--- src/rtl/latency_meter_mc.sv ---
// Multi-channel interrupt latency meter: raises per-channel IRQs round-robin,
// times irq->ack and ack->SPI start, and streams a result frame per channel.

module latency_meter_deb #(
    parameter int   DEB_LEN = 10,
    parameter logic RST_VAL = 1'b0
) (
    input  logic clk,
    input  logic rst,
    input  logic raw,
    output logic deb
);

    logic [DEB_LEN-1:0] pipe;

    // Output only moves once the older pipe bits agree; mixed history holds it.
    always_ff @(posedge clk or posedge rst) begin
        if (rst) begin
            pipe <= {DEB_LEN{RST_VAL}};
            deb  <= RST_VAL;
        end else begin
            pipe <= {pipe[DEB_LEN-2:0], raw};
            if (&pipe[DEB_LEN-1:1]) begin
                deb <= 1'b1;
            end else if (~|pipe[DEB_LEN-1:1]) begin
                deb <= 1'b0;
            end
        end
    end

endmodule

module latency_meter_mc #(
    parameter int N_CH    = 4,
    parameter int CNT_W   = 32,
    parameter int PERIOD  = 500000,
    parameter int DEB_LEN = 10
) (
    input  logic            clk,
    input  logic            rst,
    input  logic            sck,
    input  logic            ssel,
    input  logic [N_CH-1:0] int_ack,
    input  logic            byte_done,
    input  logic            clr_max,
    output logic [N_CH-1:0] irq,
    output logic [7:0]      tx_byte,
    output logic [3:0]      cur_ch,
    output logic [2:0]      state_o,
    output logic            sat
);

    localparam int NB    = CNT_W / 8;
    localparam int FLEN  = 1 + 3 * NB;
    localparam int IDX_W = 5;
    localparam int PER_W = $clog2(PERIOD + 1);

    typedef enum logic [2:0] {
        ARM  = 3'd0,
        IDLE = 3'd1,
        ACK  = 3'd2,
        SPIW = 3'd3,
        SEND = 3'd4
    } state_t;

    state_t              state;
    state_t              state_n;
    logic                sck_deb;
    logic                ssel_deb;
    logic [N_CH-1:0]     ack_deb;
    logic [PER_W-1:0]    period_cnt;
    logic [CNT_W-1:0]    ack_lat;
    logic [CNT_W-1:0]    spi_lat;
    logic [CNT_W-1:0]    max_r [N_CH];
    logic [IDX_W-1:0]    idx;
    logic                ack_cur;
    logic                spi_go;
    logic                period_hit;
    logic                frame_end;
    logic [CNT_W-1:0]    max_cur;
    logic [N_CH-1:0]     irq_set;
    logic [8*FLEN-1:0]   frame;
    logic [7:0]          tx_next;

    latency_meter_deb #(.DEB_LEN(DEB_LEN), .RST_VAL(1'b0)) u_deb_sck (
        .clk (clk),
        .rst (rst),
        .raw (sck),
        .deb (sck_deb)
    );

    latency_meter_deb #(.DEB_LEN(DEB_LEN), .RST_VAL(1'b1)) u_deb_ssel (
        .clk (clk),
        .rst (rst),
        .raw (ssel),
        .deb (ssel_deb)
    );

    for (genvar g = 0; g < N_CH; g++) begin : g_ack
        latency_meter_deb #(.DEB_LEN(DEB_LEN), .RST_VAL(1'b1)) u_deb_ack (
            .clk (clk),
            .rst (rst),
            .raw (int_ack[g]),
            .deb (ack_deb[g])
        );
    end

    // Per-channel selections are decoded by comparison so cur_ch never indexes past N_CH.
    always_comb begin
        ack_cur = 1'b0;
        max_cur = '0;
        irq_set = '0;
        for (int k = 0; k < N_CH; k++) begin
            if (cur_ch == 4'(k)) begin
                ack_cur    = ack_deb[k];
                max_cur    = max_r[k];
                irq_set[k] = 1'b1;
            end
        end
    end

    assign spi_go     = ~ssel_deb & sck_deb;
    assign period_hit = (period_cnt >= PER_W'(PERIOD));
    assign frame_end  = (idx >= IDX_W'(FLEN + 1));
    assign frame      = {max_cur, spi_lat, ack_lat, 4'hA, cur_ch};
    assign state_o    = state;

    always_comb begin
        tx_next = 8'h00;
        for (int k = 0; k < FLEN; k++) begin
            if (idx == IDX_W'(k)) begin
                tx_next = frame[8*k +: 8];
            end
        end
    end

    always_ff @(posedge clk or posedge rst) begin
        if (rst) begin
            state <= ARM;
        end else begin
            state <= state_n;
        end
    end

    always_comb begin
        state_n = state;
        case (state)
            ARM:     if (byte_done)  state_n = IDLE;
            IDLE:    if (period_hit) state_n = ACK;
            ACK:     if (ack_cur)    state_n = SPIW;
            SPIW:    if (spi_go)     state_n = SEND;
            SEND:    if (frame_end)  state_n = IDLE;
            default:                 state_n = ARM;
        endcase
    end

    // ack_lat is corrected on exit so the reported value excludes most of the debounce lag.
    always_ff @(posedge clk or posedge rst) begin
        if (rst) begin
            period_cnt <= '0;
            ack_lat    <= '0;
            spi_lat    <= '0;
            idx        <= '0;
            irq        <= '0;
            tx_byte    <= 8'h00;
            cur_ch     <= 4'd0;
            sat        <= 1'b0;
            for (int k = 0; k < N_CH; k++) begin
                max_r[k] <= '0;
            end
        end else begin
            case (state)
                IDLE: begin
                    if (period_hit) begin
                        irq        <= irq_set;
                        ack_lat    <= '0;
                        period_cnt <= '0;
                    end else if (!ack_cur) begin
                        period_cnt <= period_cnt + PER_W'(1);
                    end
                end
                ACK: begin
                    if (ack_cur) begin
                        ack_lat <= (ack_lat > CNT_W'(DEB_LEN - 1)) ?
                                   ack_lat - CNT_W'(DEB_LEN - 1) : '0;
                        spi_lat <= '0;
                        irq     <= '0;
                    end else if (!(&ack_lat)) begin
                        ack_lat <= ack_lat + CNT_W'(1);
                    end
                end
                SPIW: begin
                    if (spi_go) begin
                        tx_byte <= frame[7:0];
                        idx     <= IDX_W'(1);
                        for (int k = 0; k < N_CH; k++) begin
                            if (cur_ch == 4'(k) && ack_lat > max_r[k]) begin
                                max_r[k] <= ack_lat;
                            end
                        end
                    end else if (!(&spi_lat)) begin
                        spi_lat <= spi_lat + CNT_W'(1);
                    end
                end
                SEND: begin
                    if (frame_end) begin
                        idx    <= '0;
                        cur_ch <= (cur_ch == 4'(N_CH - 1)) ? 4'd0 : cur_ch + 4'd1;
                    end else if (byte_done) begin
                        tx_byte <= tx_next;
                        idx     <= idx + IDX_W'(1);
                    end
                end
                default: ;
            endcase

            if ((state == ACK && &ack_lat) || (state == SPIW && &spi_lat)) begin
                sat <= 1'b1;
            end

            if (clr_max) begin
                for (int k = 0; k < N_CH; k++) begin
                    max_r[k] <= '0;
                end
            end
        end
    end

endmodule

--- config.mk ---
export PLATFORM = sky130hd
export DESIGN_NAME = latency_meter_mc
export DESIGN_NICKNAME = d
export VERILOG_FILES = /design/src/rtl/latency_meter_mc.sv
export SDC_FILE = /design/constraint.sdc
export NUM_CORES = 1
export LEC_CHECK = 0
export ABC_AREA = 1
export CORE_MARGIN = 5
export CORE_UTILIZATION = 35
export DETAILED_ROUTE_END_ITERATION = 8
export HOLD_SLACK_MARGIN = 0.08
export PLACE_DENSITY = 0.57
export SLEW_MARGIN = 25
export SYNTH_ARGS = -nofsm -noshare
export SYNTH_HDL_FRONTEND = slang
export SYNTH_SLANG_ARGS = --single-unit
--- constraint.sdc ---
create_clock -name clk -period 24.9 [get_ports clk]
set_input_delay 4.98 -clock clk [delete_from_list [all_inputs] [get_ports clk]]
set_output_delay 4.98 -clock clk [all_outputs]
set_load 0.005 [all_outputs]
==> summary.txt <==
Synthesis
  • Synthesized netlist cell count: between 2000 and 3000
  • Unique masters post-synth: 57
  • Synthesized area: between 0.015 and 0.02 sq mm
  • Post-Synth XOR/XNOR Area: under 10%
  • Mux contribution to synthesized area: 0%
  • Most numerous cell in the Yosys netlist: nand2_1
  • Syn_nets: between 2000 and 3000
  • EDFF count, synth: 0
  • Synth top cells by count: 442 x nand2_1, 379 x inv_1, 284 x nand3_1
  • #FFs+latches synth: between 300 and 400
  • Post-Synth Simple-Gate Area: approximately a quarter
  • Ranking of synthesized cells by area: dfrtp_1 31%, ha_1 9.0%, nand2_1 8.4%
  • Syn Area/Cell: about 7.5 sq um
  • Area leader, netlist: dfrtp_1
  • Main combinational cell family by area after synthesis: simple AND/OR/NAND/NOR gates
  • Post-synth top area share: between 30% and 40%
  • Compound-gate portion of the synthesized area: around 15%
  • Seq/Total Area, Yosys: 38.51%
  • Adder-cell share of the synthesized area: roughly 9.0%
  • Syn. warnings: 0
  • Ys flop type: dfrtp_1
  • Ys async rst share: between 90% and 100%

GRT
  • Largest net degree at the start of global routing: between 100 and 150
  • Initial antenna violation count: 1
  • Overflow after GRT: 0
  • First-pass GRT wire length: roughly 110 mm
  • Number of global-route vias before repair: 18150
  • Gr usage total: a little over a fifth

Clocking
  • Post-CTS setup buffer count: 0
  • Cts repair resizes: 0
  • Num CTS Buffers: 38
  • CTS tree: built
  • Clock Path Buffers: 3
  • Htree depth: 2
  • Clock Sinks: ~300
  • Hold buffers post-CTS: 0
  • CTS root buffer: clkbuf_16
  • Worst-path clk slew: about 60 ps
  • Clock Latency Late Sink: roughly 570 ps

STA
  • Worst Tran Pin Value: approximately 1100 ps
  • Max Clock Skew: between 20 and 30 ps
  • Hold Violations, Final: 0
  • Fmax: 0.1464 GHz
  • Final Worst Setup Slack: between 15000 and 20000 ps
  • Max transition margin: 24.12%
  • Pins Over Slew Limit: 0
  • Final min period: 6832 ps
  • RSZ-0062 raised after global routing: no
  • Setup_tns: 0 ps
  • Ratio of final minimum period to clock period: between 20% and 30%
  • Final setup vio count: 0

Detailed routing
  • DRC: 0
  • Avg WL per Cell: slightly below 20 um
  • 1st-iter DRT viols: around 1700
  • DRT Pass-1 Iters: 5
  • Vias/cell: approximately 5.4
  • Vias after detailed routing: between 15000 and 20000
  • DRT antenna net count: 0
  • Drt total wl: between 60 and 70 mm

Power
  • Switching Power: approximately 950 uW
  • Worst IR Drop VDD: between 70 and 80 uV
  • Reg power frac: 30.3%
  • Cell Int Power: 1.125 mW
  • Clock group share of total power: ~27%
  • Net Sw Frac: 45.88%
  • P_leak: approximately 9.5 nW
  • Combinational Power Share: between 40% and 50%
  • PD cells: roughly 94 mW/mm^2

Worst hold path
  • Min-delay src: g_ack[1].u_deb_ack.pipe[0]$_DFF_PP1_
  • Sink of the worst hold path: g_ack[1].u_deb_ack.pipe[1]$_DFF_PP1_
  • Hold Crit Depth: 0
  • Worst min path class: flip-flop to flip-flop

Floorplan
  • Starting density of the core: roughly a third
  • FP Rows: 87
  • Die Wd: roughly 250 um
  • CORE AREA: approximately 0.056 sq mm
  • I/O pin count: 30
  • Die Height: 247.9 um
  • Die area: 0.06144 sq mm

Cells and area
  • Final net count: approximately 2800
  • Util after Layout: about two fifths
  • Layout cells sized above 1: under 10%
  • Antenna cells: 0
  • Area Growth Syn to Fin: 11.10%
  • Fillers: ~5800

Setup path
  • CP required: about 25000 ps
  • Max FO, Critical Path: 88
  • Reg2Reg Depth: 18
  • CP Data Arrival Time: 7330 ps
  • CP Capture Type: flip-flop
  • Reg2reg setup slack: ~20000 ps
  • Crit path kind: input port to flip-flop
  • Reg2reg start: cur_ch[1]$_DFFE_PP0P_
  • Critical Path Source Type: input port
  • Crit path from: clr_max
  • Reg2reg end: spi_lat[24]$_DFFE_PP0P_

Status
  • Status: finished clean

Placed design
  • Post-DP HPWL: 48.33 mm
  • PortBufs: 29
  • RePlAce Congestion: 0.9372
  • Placement Setup Slack: 17100 ps

Run
  • Max-Cap Viols: 0
[layout make-up]
| cell class | count | area [sq um] | area share [%] |
|---|---|---|---|
| clock buffer | 52 | 1054 | 4.788 |
| sequential | 302 | 7626 | 34.66 |
| inverter | 401 | 1515 | 6.886 |
| multi-input combinational | 1814 | 10230 | 46.50 |
| tap | 756 | 945.9 | 4.299 |
| timing repair buffer | 50 | 451.7 | 2.053 |
| clock inverter | 14 | 178.9 | 0.8131 |
[layout by cell type (no fill, tap or decap), types with 5 or more instances in the layout]
cell and instances:
o22ai_2 8, inv_1 377, dfrtp_1 247, nor3_1 78, ha_1 142, xnor2_1 9
o22ai_1 14, dfstp_2 55, nor2_1 194, nand3_1 284, nand4_1 58, a21oi_1 102
clkbuf_8 5, nor4_1 24, clkbuf_16 38, a221oi_1 5, xor2_1 42, o31ai_1 17
a31oi_1 14, o221ai_1 8, nand2_2 10, inv_2 22, nand2_1 436, buf_4 20
o21ai_1 117, clkdlybuf4s50_1 29, o21bai_1 5, o211ai_1 34, nor2_2 9, clkbuf_1 9
o21ai_0 143
[sequential cells by signal, indices dropped and copies added (netlist names), 3 cells and up]
| register | count |
|---|---|
| irq | 4 |
| g_ack.u_deb_ack.deb | 4 |
| u_deb_ssel.pipe | 10 |
| u_deb_sck.pipe | 10 |
| spi_lat | 32 |
| max_r | 128 |
| ack_lat | 32 |
| idx | 5 |
| g_ack.u_deb_ack.pipe | 40 |
| period_cnt | 19 |
| cur_ch | 4 |
| tx_byte | 8 |
| state_o | 3 |
[logic make-up (layout without fill, tap and decap cells)]
logic type      count (synthesis)  after routing
compound gates                499            499
xor+xnor                       51             51
fa+ha+maj                     142            142
buf+inv                       508            517
flops                         302            302
simple gates                 1122           1122
[per-stage QoR]
step | power (mW) | hold slack [ps] | instance area (sq um) | cells
CTS | 2.081 | 355.9 | 22000 | 3389
floorplan | 1.193 | 331.2 | 19810 | 2624
finish | 2.078 | 355.8 | 22000 | 3389
global route | 2.212 | 358.7 | 22000 | 3389
global placement | 1.503 | 338.6 | 20770 | 3323
detailed placement | 1.514 | 347.3 | 20770 | 3323
[power by group through the flow]
stage	Clock (mW)	Combinational (mW)	Sequential, mW
5_1_grt	0.590	0.987	0.635
4_1_cts	0.571	0.882	0.627
3_5_place_dp	0	0.878	0.636
3_3_place_gp	0	0.868	0.635
2_1_floorplan	0	0.613	0.580
6_report	0.556	0.892	0.631
[worst max path at each step]
stage / endpoint
final: max_r[93]$_DFFE_PP0P_
after global routing: period_cnt[18]$_DFFE_PP0P_
after CTS: period_cnt[13]$_DFFE_PP0P_
after detailed placement: max_r[38]$_DFFE_PP0P_
after global placement: max_r[38]$_DFFE_PP0P_
after floorplan: ack_lat[0]$_DFFE_PP0P_
[routing by layer]
metal  track usage (%)  up-vias  share of wire, %
met1             30.26     8834                45
met3             4.426      134               7.6
li1                  -     8799                 -
met2             34.29      618                44
met5                 0        -             0.019
met4             7.555        2               3.6
[worst max-delay path: stages]
cell	delay (ps)
clkdlybuf4s50_1	400
buf_4	280
inv_4	400
buf_4	800
nand3_1	170
o21ai_1	120
(Power assumes the default switching activity.)
